## config.mk

```make
export PLATFORM = sky130hd
export DESIGN_NAME = multi_cnt_led
export DESIGN_NICKNAME = d
export VERILOG_FILES = /design/src/rtl/multi_cnt_led_pkg.sv /design/src/rtl/multi_cnt_led_ch.sv /design/src/rtl/multi_cnt_led.sv
export SDC_FILE = /design/constraint.sdc
export NUM_CORES = 1
export LEC_CHECK = 0
export ABC_AREA = 1
export CAP_MARGIN = 20
export CORE_AREA = 2 2 135 137
export DETAILED_ROUTE_END_ITERATION = 16
export DIE_AREA = 0 0 137 139
export PLACE_DENSITY = 0.83
export SYNTH_ARGS = -nofsm -noshare
export SYNTH_HDL_FRONTEND = slang
export SYNTH_HIERARCHICAL = 1
export SYNTH_SLANG_ARGS = --single-unit
```

## constraint.sdc

```tcl
create_clock -name clk -period 4.5 [get_ports clk]
set_input_delay 0.9 -clock clk [delete_from_list [all_inputs] [get_ports clk]]
set_output_delay 0.9 -clock clk [all_outputs]
set_load 0.005 [all_outputs]
```

## src/rtl/multi_cnt_led_pkg.sv

```systemverilog
// rtl/multi_cnt_led_pkg.sv - shared direction encodings and default counter init value
package multi_cnt_led_pkg;

    typedef enum logic {
        DIR_UP = 1'b0,
        DIR_DN = 1'b1
    } dir_e;

    localparam logic [31:0] INIT_VAL_DEFAULT = 32'hAAAA_AAAA;

endpackage

```

## src/rtl/multi_cnt_led_ch.sv

```systemverilog
// rtl/multi_cnt_led_ch.sv - one counter channel: prescaler, up/down counter, wrap pulse
// Optional MULTI_CNT_LED_SAT_EN: saturate at the limits instead of wrapping.
module multi_cnt_led_ch
    import multi_cnt_led_pkg::*;
#(
    parameter int             CNT_W  = 32,
    parameter int             DIV_W  = 8,
    parameter logic [CNT_W-1:0] INIT_C = '0
) (
    input  logic             clk_i,
    input  logic             rst_i,
    input  logic             locked_i,
    input  logic             en_i,
    input  logic             dir_i,
    input  logic [DIV_W-1:0] div_i,
    input  logic             load_i,
    input  logic [CNT_W-1:0] load_val_i,
    output logic [CNT_W-1:0] cnt_o,
    output logic             wrap_o
);

    logic [CNT_W-1:0] cnt_q, cnt_d;
    logic [DIV_W-1:0] pre_q, pre_d;
    logic             wrap_q, wrap_d;
    logic             tick;
    logic             at_lim;
    logic [CNT_W-1:0] step;
`ifdef MULTI_CNT_LED_SAT_EN
    // Set once the pulse for hitting the current limit has been issued.
    logic             lim_q, lim_d;
`endif

    always_comb begin
        cnt_d  = cnt_q;
        pre_d  = pre_q;
        wrap_d = 1'b0;
        tick   = 1'b0;
`ifdef MULTI_CNT_LED_SAT_EN
        lim_d  = lim_q;
`endif
        if (!locked_i) begin
            cnt_d = INIT_C;
            pre_d = '0;
`ifdef MULTI_CNT_LED_SAT_EN
            lim_d = 1'b0;
`endif
        end else if (load_i) begin
            cnt_d = load_val_i;
            pre_d = '0;
`ifdef MULTI_CNT_LED_SAT_EN
            lim_d = 1'b0;
`endif
        end else if (en_i) begin
            if (pre_q >= div_i) begin
                tick  = 1'b1;
                pre_d = '0;
            end else begin
                pre_d = pre_q + 1'b1;
            end
        end

        at_lim = (dir_i == DIR_DN) ? (cnt_q == '0) : (cnt_q == '1);
        step   = (dir_i == DIR_DN) ? (cnt_q - 1'b1) : (cnt_q + 1'b1);

        if (tick) begin
`ifdef MULTI_CNT_LED_SAT_EN
            if (at_lim) begin
                wrap_d = !lim_q;
                lim_d  = 1'b1;
            end else begin
                cnt_d = step;
                lim_d = 1'b0;
            end
`else
            cnt_d  = step;
            wrap_d = at_lim;
`endif
        end
    end

    always_ff @(posedge clk_i) begin
        if (rst_i) begin
            cnt_q  <= INIT_C;
            pre_q  <= '0;
            wrap_q <= 1'b0;
`ifdef MULTI_CNT_LED_SAT_EN
            lim_q  <= 1'b0;
`endif
        end else begin
            cnt_q  <= cnt_d;
            pre_q  <= pre_d;
            wrap_q <= wrap_d;
`ifdef MULTI_CNT_LED_SAT_EN
            lim_q  <= lim_d;
`endif
        end
    end

    assign cnt_o  = cnt_q;
    assign wrap_o = wrap_q;

endmodule

```

## src/rtl/multi_cnt_led.sv

```systemverilog
// rtl/multi_cnt_led.sv - N-channel prescaled counter array with LED tap windows
// Optional MULTI_CNT_LED_SAT_EN: saturating counters (handled in multi_cnt_led_ch).
module multi_cnt_led
    import multi_cnt_led_pkg::*;
#(
    parameter int          N_CH       = 2,
    parameter int          CNT_W      = 32,
    parameter int          DIV_W      = 8,
    parameter int          LED_PER_CH = 4,
    parameter int          TAP_LSB    = 24,
    parameter logic [31:0] INIT_VAL   = INIT_VAL_DEFAULT
) (
    input  logic                       clk,
    input  logic                       rst,
    input  logic                       locked,
    input  logic [N_CH-1:0]            en,
    input  logic [N_CH-1:0]            dir,
    input  logic [N_CH*DIV_W-1:0]      div,
    input  logic [N_CH-1:0]            load,
    input  logic [N_CH*CNT_W-1:0]      load_val,
    output logic [N_CH*CNT_W-1:0]      cnt,
    output logic [N_CH-1:0]            wrap,
    output logic [N_CH*LED_PER_CH-1:0] led
);

    localparam logic [CNT_W-1:0] INIT_C = CNT_W'(INIT_VAL);

    for (genvar i = 0; i < N_CH; i++) begin : g_ch
        multi_cnt_led_ch #(
            .CNT_W  (CNT_W),
            .DIV_W  (DIV_W),
            .INIT_C (INIT_C)
        ) u_ch (
            .clk_i      (clk),
            .rst_i      (rst),
            .locked_i   (locked),
            .en_i       (en[i]),
            .dir_i      (dir[i]),
            .div_i      (div[i*DIV_W +: DIV_W]),
            .load_i     (load[i]),
            .load_val_i (load_val[i*CNT_W +: CNT_W]),
            .cnt_o      (cnt[i*CNT_W +: CNT_W]),
            .wrap_o     (wrap[i])
        );

        assign led[i*LED_PER_CH +: LED_PER_CH] = cnt[i*CNT_W + TAP_LSB +: LED_PER_CH];
    end

endmodule

```

==> results of run 1 <==
## stage by stage
stage | instances | total power, mW
final | 2044 | 2.66
after global routing | 2044 | 2.81
after CTS | 2044 | 2.65
after detailed placement | 2028 | 1.78
after global placement | 2028 | 1.77
after floorplan | 1667 | 1.43
## area by class of cell
cell class	instances	area (µm²)
clock inverter	7	106
sequential	82	1640
inverter	306	1160
clock buffer	9	225
tap	229	287
timing repair buffer	165	1640
multi-input combinational	1246	6460
fill	1744	6140
## routing by layer
layer / global-route usage / up-vias / part of all wire
li1: - / 5532 / -
met1: 0.515 / 5010 / 0.44
met2: 0.531 / 591 / 0.43
met3: 0.0512 / 77 / 0.10
met4: 0.109 / 0 / 0.027
met5: 0 / - / 0
## layout by cell type, fill, tap and decap left out, drive strengths merged, types with 6 or more instances in the layout
| master | n |
|---|---|
| nand3 | 113 |
| a22oi | 6 |
| dfxtp | 82 |
| nand2 | 563 |
| nand4 | 25 |
| a21oi | 106 |
| ha | 78 |
| nor2 | 182 |
| nor4 | 10 |
| xnor2 | 12 |
| or2 | 10 |
| nor3 | 18 |
| clkdlybuf4s50 | 162 |
| inv | 309 |
| xor2 | 21 |
| nand3b | 13 |
| clkbuf | 9 |
| o21ai | 59 |
## sequential cells by signal, summed over array words and instances (netlist names)
register,cells
g_ch.u_ch/wrap_o,2
g_ch.u_ch/pre_q,16
g_ch.u_ch/cnt_o,64
## cell families after synthesis
| family | Yosys count |
|---|---|
| simple gates | 947 |
| compound gates | 186 |
| buf+inv | 339 |
| xor+xnor | 33 |
| flops | 82 |
| fa+ha+maj | 80 |
## final timing paths
kind	from	to	slack, ps	cells past startpoint
max	locked	g_ch[0].u_ch/cnt_o[20]$_SDFFE_PP0P_	1410	7
min	g_ch[0].u_ch/cnt_o[8]$_SDFFE_PP0P_	g_ch[0].u_ch/cnt_o[8]$_SDFFE_PP0P_	540	2
max reg2reg	g_ch[0].u_ch/pre_q[3]$_SDFFE_PP0P_	g_ch[0].u_ch/cnt_o[15]$_SDFFE_PP1P_	2140	11
min reg2reg	g_ch[0].u_ch/cnt_o[8]$_SDFFE_PP0P_	g_ch[0].u_ch/cnt_o[8]$_SDFFE_PP0P_	540	2
## worst max-delay path: stages
cell             delay (ps)
clkdlybuf4s50_1         740
inv_2                   270
nor2_8                  370
nand3_4                 290
clkinv_2                410
nand3_1                 190
a21oi_1                 180
## power breakdown
part | leakage, nW | switching (mW) | total, mW | internal, mW
combinational | 5.27 | 0.587 | 0.974 | 0.387
clock | 0.163 | 0.374 | 0.873 | 0.499
sequential | 0.672 | 0.0586 | 0.817 | 0.758
==> out/results.tsv, run 1 <==
metric	value	unit
grt_pass1_vias	10200	
synthAdderAreaFrac	0.107	
post_drt_via_cell_ratio	5.48	
syn_avg_cell_area	5.69	µm²
setup_viol	0	
synth_edf_count	0	
htree_levels	3	
cts_tree	done	
hold-worst-slack	542	ps
io_pins	163	
drive_above_1_share	0.0397	
yosysUniqueCellTypes	53	
max_cap_viol_count	0	
crit_path_end_kind	flop	
initial_utilization	0.538	
row_count	49	
async_reset_ff_frac	0	
hold_path_class	reg -> reg	
place_congestion	1.08	
fmax	323	MHz
final_core_util	0.652	
fin_crit	3090	ps
pre_cts_slack	1080	ps
finalSetupTns	0	ps
synthesis.nets	1836	
diodes	0	
ys.flop_type	dfxtp_1	
synth_xor_area_frac	0.0304	
layout_setup_ws	1410	ps
dpl.hpwl	26600	µm
wl_per_cell	16.5	µm
port-buffer-count	162	
cts.clk_slew.worst_paths	70	ps
muxShareOfSynthArea	0	
clock-sinks	82	
hold_viol	0	
yosys.area_share.simple	0.435	
postCtsHoldBufs	0	
drtPass1Iterations	7	
max_slew_margin	0.443	
crit_arrival	3380	ps
syn_area	9490	µm²
syn_inst	1667	
synth.top_cell.area_share	0.219	
post_cts_buffers	0	
syn_to_final_growth	21.4	%
tightestPinTransition	835	ps
coreArea	17700	µm²
cp.required	4790	ps
drtAntennaViolNets	0	
numCtsBuffers	9	
root_buffer	clkbuf_16	
crit_fanout	23	
outcome	completed	
clockBufferDepth	2	
grt_setup_unrepaired	no	
grt_max_degree	35	
critical_path.startpoint_type	primary input	
grt-ovfl-total	0	
peakVddDrop	0.236	mV
die_h	139	µm
grt_pass1_wl	52900	µm
fin_nets	1979	
synth_compound_area_frac	0.108	
path_class	in -> reg	
clock_latency	360	ps
drc	0	
yosysTopAreaCell	nand2_1	
cts_resized	0	
yosysSeqAreaShare	0.173	
ys_ff_latch	82	
ys_top_cells_by_area	nand2_1, dfxtp_1, inv_1, ha_1, nor2_1	
finalCritPeriodShare	0.687	
drt_iter0_markers	1304	
dr_total_vias	11200	
ys_warn_count	6	
yosys-top-cells-count	nand2_1, inv_1, nor2_1	
antenna_found_initial	0	
place_area	11200	µm²
p_per_area	231	nW/µm²
synth_top_family_by_area	simple AND/OR/NAND/NOR gates	
leakagePower	6.11	nW
routed_wl	33700	µm
dieArea	19000	µm²
finClkSkew	12.4	ps
synth_most_common_cell	nand2_1	
stdcell_area	11500	µm²
slew_violations	0	
grt.total_usage	0.352	
die_w	137	µm
(Power assumes the default switching activity.)
==> run 2: changes to the inputs <==
- CORE_AREA: 2 2 135 137 -> 2 2 141 143
- DIE_AREA: 0 0 137 139 -> 0 0 143 145
- PLACE_DENSITY: 0.83 -> 0.8
- clock period: 4.5 -> 2.65 ns (I/O delays scaled with it)
==> out/results.tsv, run 2 (synthesis results as in run 1) <==
metric	value	unit
peakVddDrop	0.299	mV
slowest_delay	460	ps
htree_levels	3	
crit_path_end_kind	flop	
fin_crit	2500	ps
row_count	51	
crit_chain	clkdlybuf4s50_1 -> buf_12 -> fa_1 -> nand3_1 -> nand3_1 -> nand2_1 -> nand2_1 -> nand2_1 -> nand2_1 -> nand2_1 -> nand2_1 -> nand2_1 -> nand3_1 -> a21oi_1	
antenna_found_initial	1	
cp.required	2940	ps
crit_arrival	2780	ps
io_pins	163	
crit_fanout	27	
numCtsBuffers	9	
dp.cells	2179	
cp.buffers_inverters	2	
p_per_area	367	nW/µm²
wl_per_cell	15.7	µm
max_cap_viol_count	0	
tightestPinTransition	550	ps
place_area	12200	µm²
max_slew_margin	0.630	
drtAntennaViolNets	0	
final_common_cell	nand2_1	
grt_pass1_vias	10700	
grt-ovfl-total	0	
largest_register_ffs	64	
path_common_cell	nand2_1	
root_buffer	clkbuf_16	
dpl.hpwl	28100	µm
setup_viol	0	
path_class	in -> reg	
grt_setup_unrepaired	yes	
drc	0	
fmax	401	MHz
post_drt_via_cell_ratio	5.27	
dieArea	20700	µm²
syn_to_final_growth	31.6	%
cts.clk_slew.worst_paths	70	ps
grt_max_degree	31	
postCtsHoldBufs	0	
place_congestion	1.04	
hold-worst-slack	514	ps
fin_nets	2094	
fin_cells	2196	
port-buffer-count	162	
grt_pass1_wl	54300	µm
die_w	143	µm
clock-sinks	82	
cp_slowest_cell	fa_1	
critPathTopFamily	simple AND/OR/NAND/NOR gates	
outcome	completed	
finClkSkew	12.1	ps
routed_wl	34400	µm
slew_violations	0	
dr_total_vias	11600	
initial_utilization	0.494	
coreArea	19200	µm²
clock_latency	360	ps
leakagePower	6.68	nW
grt.total_usage	0.328	
hold_path_class	reg -> reg	
drtPass1Iterations	6	
stdcell_area	12500	µm²
final_cell_mix	nand2_1, inv_1, nor2_1, clkdlybuf4s50_1, buf_4	
hold_viol	0	
clockBufferDepth	2	
finalCritPeriodShare	0.942	
drt_iter0_markers	1052	
drive_above_1_share	0.0969	
die_h	145	µm
critical_path.startpoint_type	primary input	
cts_tree	done	
run 2: layout make-up:
| type | count | area [µm²] |
|---|---|---|
| clock buffers | 9 | 225 |
| clock inverters | 7 | 71.3 |
| inverters | 306 | 1160 |
| fillers | 1772 | 6710 |
| flip-flops and latches | 82 | 1640 |
| repair buffers | 280 | 2610 |
| well taps | 265 | 332 |
| multi-input cells | 1246 | 6460 |
| diodes | 1 | 2.50 |
run 2: tightest hold or removal path: stages, from the launching register on:
cell and delay [ps]:
dfxtp_1 350, inv_1 60, o21ai_1 60
run 2: metrics by stage:
step | setup WS [ps] | power, mW | TNS, ps | utilization
after detailed placement | -140 | 3.24 | -2720 | 0.635
after CTS | 197 | 4.57 | 0 | 0.651
final | 153 | 4.59 | 0 | 0.651
after global routing | -10.5 | 4.84 | -10.5 | 0.651
after global placement | -120 | 3.22 | -2010 | 0.635
after floorplan | 698 | 2.43 | 0 | -
run 2: final timing paths:
path                            slack [ps]                                start  cells after the start                             endpoint
worst max-delay path                   150                               dir[1]                     14  g_ch[1].u_ch/cnt_o[24]$_SDFFE_PP0P_
worst min-delay path                   510  g_ch[1].u_ch/cnt_o[14]$_SDFFE_PP0P_                      2  g_ch[1].u_ch/cnt_o[14]$_SDFFE_PP0P_
worst max register to register         540   g_ch[1].u_ch/cnt_o[0]$_SDFFE_PP0P_                     12  g_ch[1].u_ch/cnt_o[24]$_SDFFE_PP0P_
worst min register to register         510  g_ch[1].u_ch/cnt_o[14]$_SDFFE_PP0P_                      2  g_ch[1].u_ch/cnt_o[14]$_SDFFE_PP0P_
run 2: what timing repair did:
item,CTS,global route
endpoints found under the setup margin,0,1
buffers inserted,0,0
gates resized for setup,0,0
run 2: per-layer routing:
layer | GRT usage | up-vias | part of all wire
met4 | 0.138 | 0 | 0.039
met1 | 0.458 | 5198 | 0.44
met5 | 0 | - | 0
met2 | 0.503 | 548 | 0.43
met3 | 0.0469 | 85 | 0.094
li1 | - | 5742 | -
run 2: report_power, final:
part / switching [mW] / internal (mW) / leakage (nW)
logic: 1.04 / 0.838 / 5.87
clock network: 0.657 / 0.664 / 0.139
registers: 0.0994 / 1.29 / 0.672
total: 1.80 / 2.79 / 6.68
==> run 3: changes to the inputs <==
- CORE_AREA: 2 2 141 143 -> 2 2 135 137
- DIE_AREA: 0 0 143 145 -> 0 0 137 139
- DONT_BUFFER_PORTS: not set -> 1
- PLACE_DENSITY: 0.8 -> 0.74
- clock period: 2.65 -> 2.1 ns (I/O delays scaled with it)
==> out/results.tsv, run 3 (synthesis results as in run 1) <==
metric	value	unit
io_pins	163	
drtPass1Iterations	6	
crit_chain	ha_1 -> nand2_1 -> inv_1 -> a21oi_1 -> nand3_1 -> nand2_1 -> nand2_1 -> nand2_1 -> nand3_1 -> a21oi_1	
holdPathEnd	g_ch[0].u_ch/cnt_o[10]$_SDFFE_PP0P_	
post_drt_via_cell_ratio	5.44	
dr_total_vias	10700	
p_per_area	507	nW/µm²
fin_crit	2040	ps
slowest_delay	340	ps
initial_utilization	0.538	
antenna_found_initial	3	
timing.rr.start	g_ch[0].u_ch/cnt_o[11]$_SDFFE_PP1P_	
wl_per_cell	16.5	µm
pre_cts_slack	27.4	ps
finalSetupTns	0	ps
clockBufferDepth	2	
drtAntennaViolNets	0	
port-buffer-count	0	
finalCritPeriodShare	0.973	
die_h	139	µm
max_slew_margin	0.501	
dpl.hpwl	26400	µm
path_class	reg -> reg	
postCtsHoldBufs	0	
final-seq-area	1650	µm²
grt_pass1_vias	9685	
cp.buffers_inverters	1	
clock-sinks	82	
drt_iter0_markers	964	
total_power	5.36	mW
hp-start	rst	
grt_setup_unrepaired	yes	
syn_to_final_growth	11.5	%
grt_pass1_wl	50200	µm
crit_path_end_kind	flop	
largest_register_ffs	64	
critPathTopFamily	simple AND/OR/NAND/NOR gates	
htree_levels	3	
die_w	137	µm
grt-ovfl-total	0	
fin_nets	1897	
cts_tree	done	
peakVddDrop	0.344	mV
coreArea	17700	µm²
drive_above_1_share	0.101	
outcome	completed	
hold_path_class	in -> reg	
cp.required	2380	ps
r2r_cells	10	
dieArea	19000	µm²
fmax	490	MHz
setup_viol	0	
final_cell_mix	nand2_1, inv_1, nor2_1, nand3_1, a21oi_1	
cts.clk_slew.worst_paths	70	ps
crit_cells	10	
fin_cells	1965	
path_common_cell	nand2_1	
row_count	49	
leakagePower	5.86	nW
r2r_end	g_ch[0].u_ch/cnt_o[28]$_SDFFE_PP0P_	
layout_setup_ws	57.3	ps
hold_viol	0	
dp.cells	1943	
tightestPinTransition	742	ps
place_congestion	1.04	
finClkSkew	9.37	ps
numCtsBuffers	9	
root_buffer	clkbuf_16	
crit_fanout	4	
routed_wl	32400	µm
final_common_cell	nand2_1	
crit_arrival	2320	ps
clock_latency	360	ps
critical_path.startpoint_type	flop	
multi_input_area	6520	µm²
grt_max_degree	35	
r2r_slack	60	ps
grt.total_usage	0.336	
whs_path_depth	1	
max_cap_viol_count	0	
drc	0	
cp_slowest_cell	dfxtp_1	
nFillCells	1824	
slew_violations	0	
==> run 3: worst max path at each step <==
| stage | end | from |
|---|---|---|
| 2_1_floorplan | g_ch[1].u_ch/cnt_o[10]$_SDFFE_PP0P_ | div[15] |
| 3_3_place_gp | g_ch[0].u_ch/cnt_o[26]$_SDFFE_PP0P_ | div[7] |
| 3_5_place_dp | g_ch[0].u_ch/cnt_o[26]$_SDFFE_PP0P_ | div[7] |
| 4_1_cts | g_ch[1].u_ch/cnt_o[30]$_SDFFE_PP0P_ | g_ch[1].u_ch/cnt_o[1]$_SDFFE_PP1P_ |
| 5_1_grt | g_ch[0].u_ch/cnt_o[28]$_SDFFE_PP0P_ | g_ch[0].u_ch/cnt_o[9]$_SDFFE_PP1P_ |
| 6_report | g_ch[0].u_ch/cnt_o[28]$_SDFFE_PP0P_ | g_ch[0].u_ch/cnt_o[11]$_SDFFE_PP1P_ |
==> run 3: cell type report <==
type,instances,share of cell area
tap,229,0.0271
sequential,82,0.156
antenna,3,0.000709
multi-input combinational,1247,0.616
timing repair buffer,82,0.0617
inverter,306,0.110
clock inverter,7,0.00780
clock buffer,9,0.0213
==> run 3: power breakdown <==
group          switching (mW)  leakage [nW]  total, mW  internal, mW
clock                   0.774         0.151       1.72         0.945
combinational            1.25          5.03       1.94         0.689
sequential             0.0783         0.673       1.70          1.63
==> run 3: what timing repair did <==
item,CTS,global route
endpoints found under the setup margin,0,22
gates resized for setup,0,23
buffers inserted,0,2
endpoints found under the hold margin,0,0
==> run 3: through the flow <==
step                utilization  hold WS [ps]  cell area, µm²
floorplan                     -           487            9490
global placement          0.576           498           10200
detailed placement        0.576           500           10200
CTS                       0.593           119           10500
global route              0.600           125           10600
finish                    0.600           129           10600
==> run 3: worst register-to-register path, cell delays in order (launching register included) <==
cell and delay, ps:
dfxtp_1 340, ha_1 330, nand2_1 170, inv_1 60, a21oi_1 250, nand3_1 270
nand2_1 180, nand2_1 60, nand2_1 60, nand3_1 80, a21oi_1 170
==> run 3: layer usage <==
| layer | GRT usage | vias to the layer above | routed length [µm] | share of wire |
|---|---|---|---|---|
| met5 | 0 | - | 0 | 0 |
| met3 | 0.0687 | 78 | 3660 | 0.11 |
| met4 | 0.141 | 0 | 1240 | 0.038 |
| met1 | 0.467 | 4736 | 14100 | 0.43 |
| met2 | 0.502 | 509 | 13400 | 0.41 |
| li1 | - | 5358 | - | - |
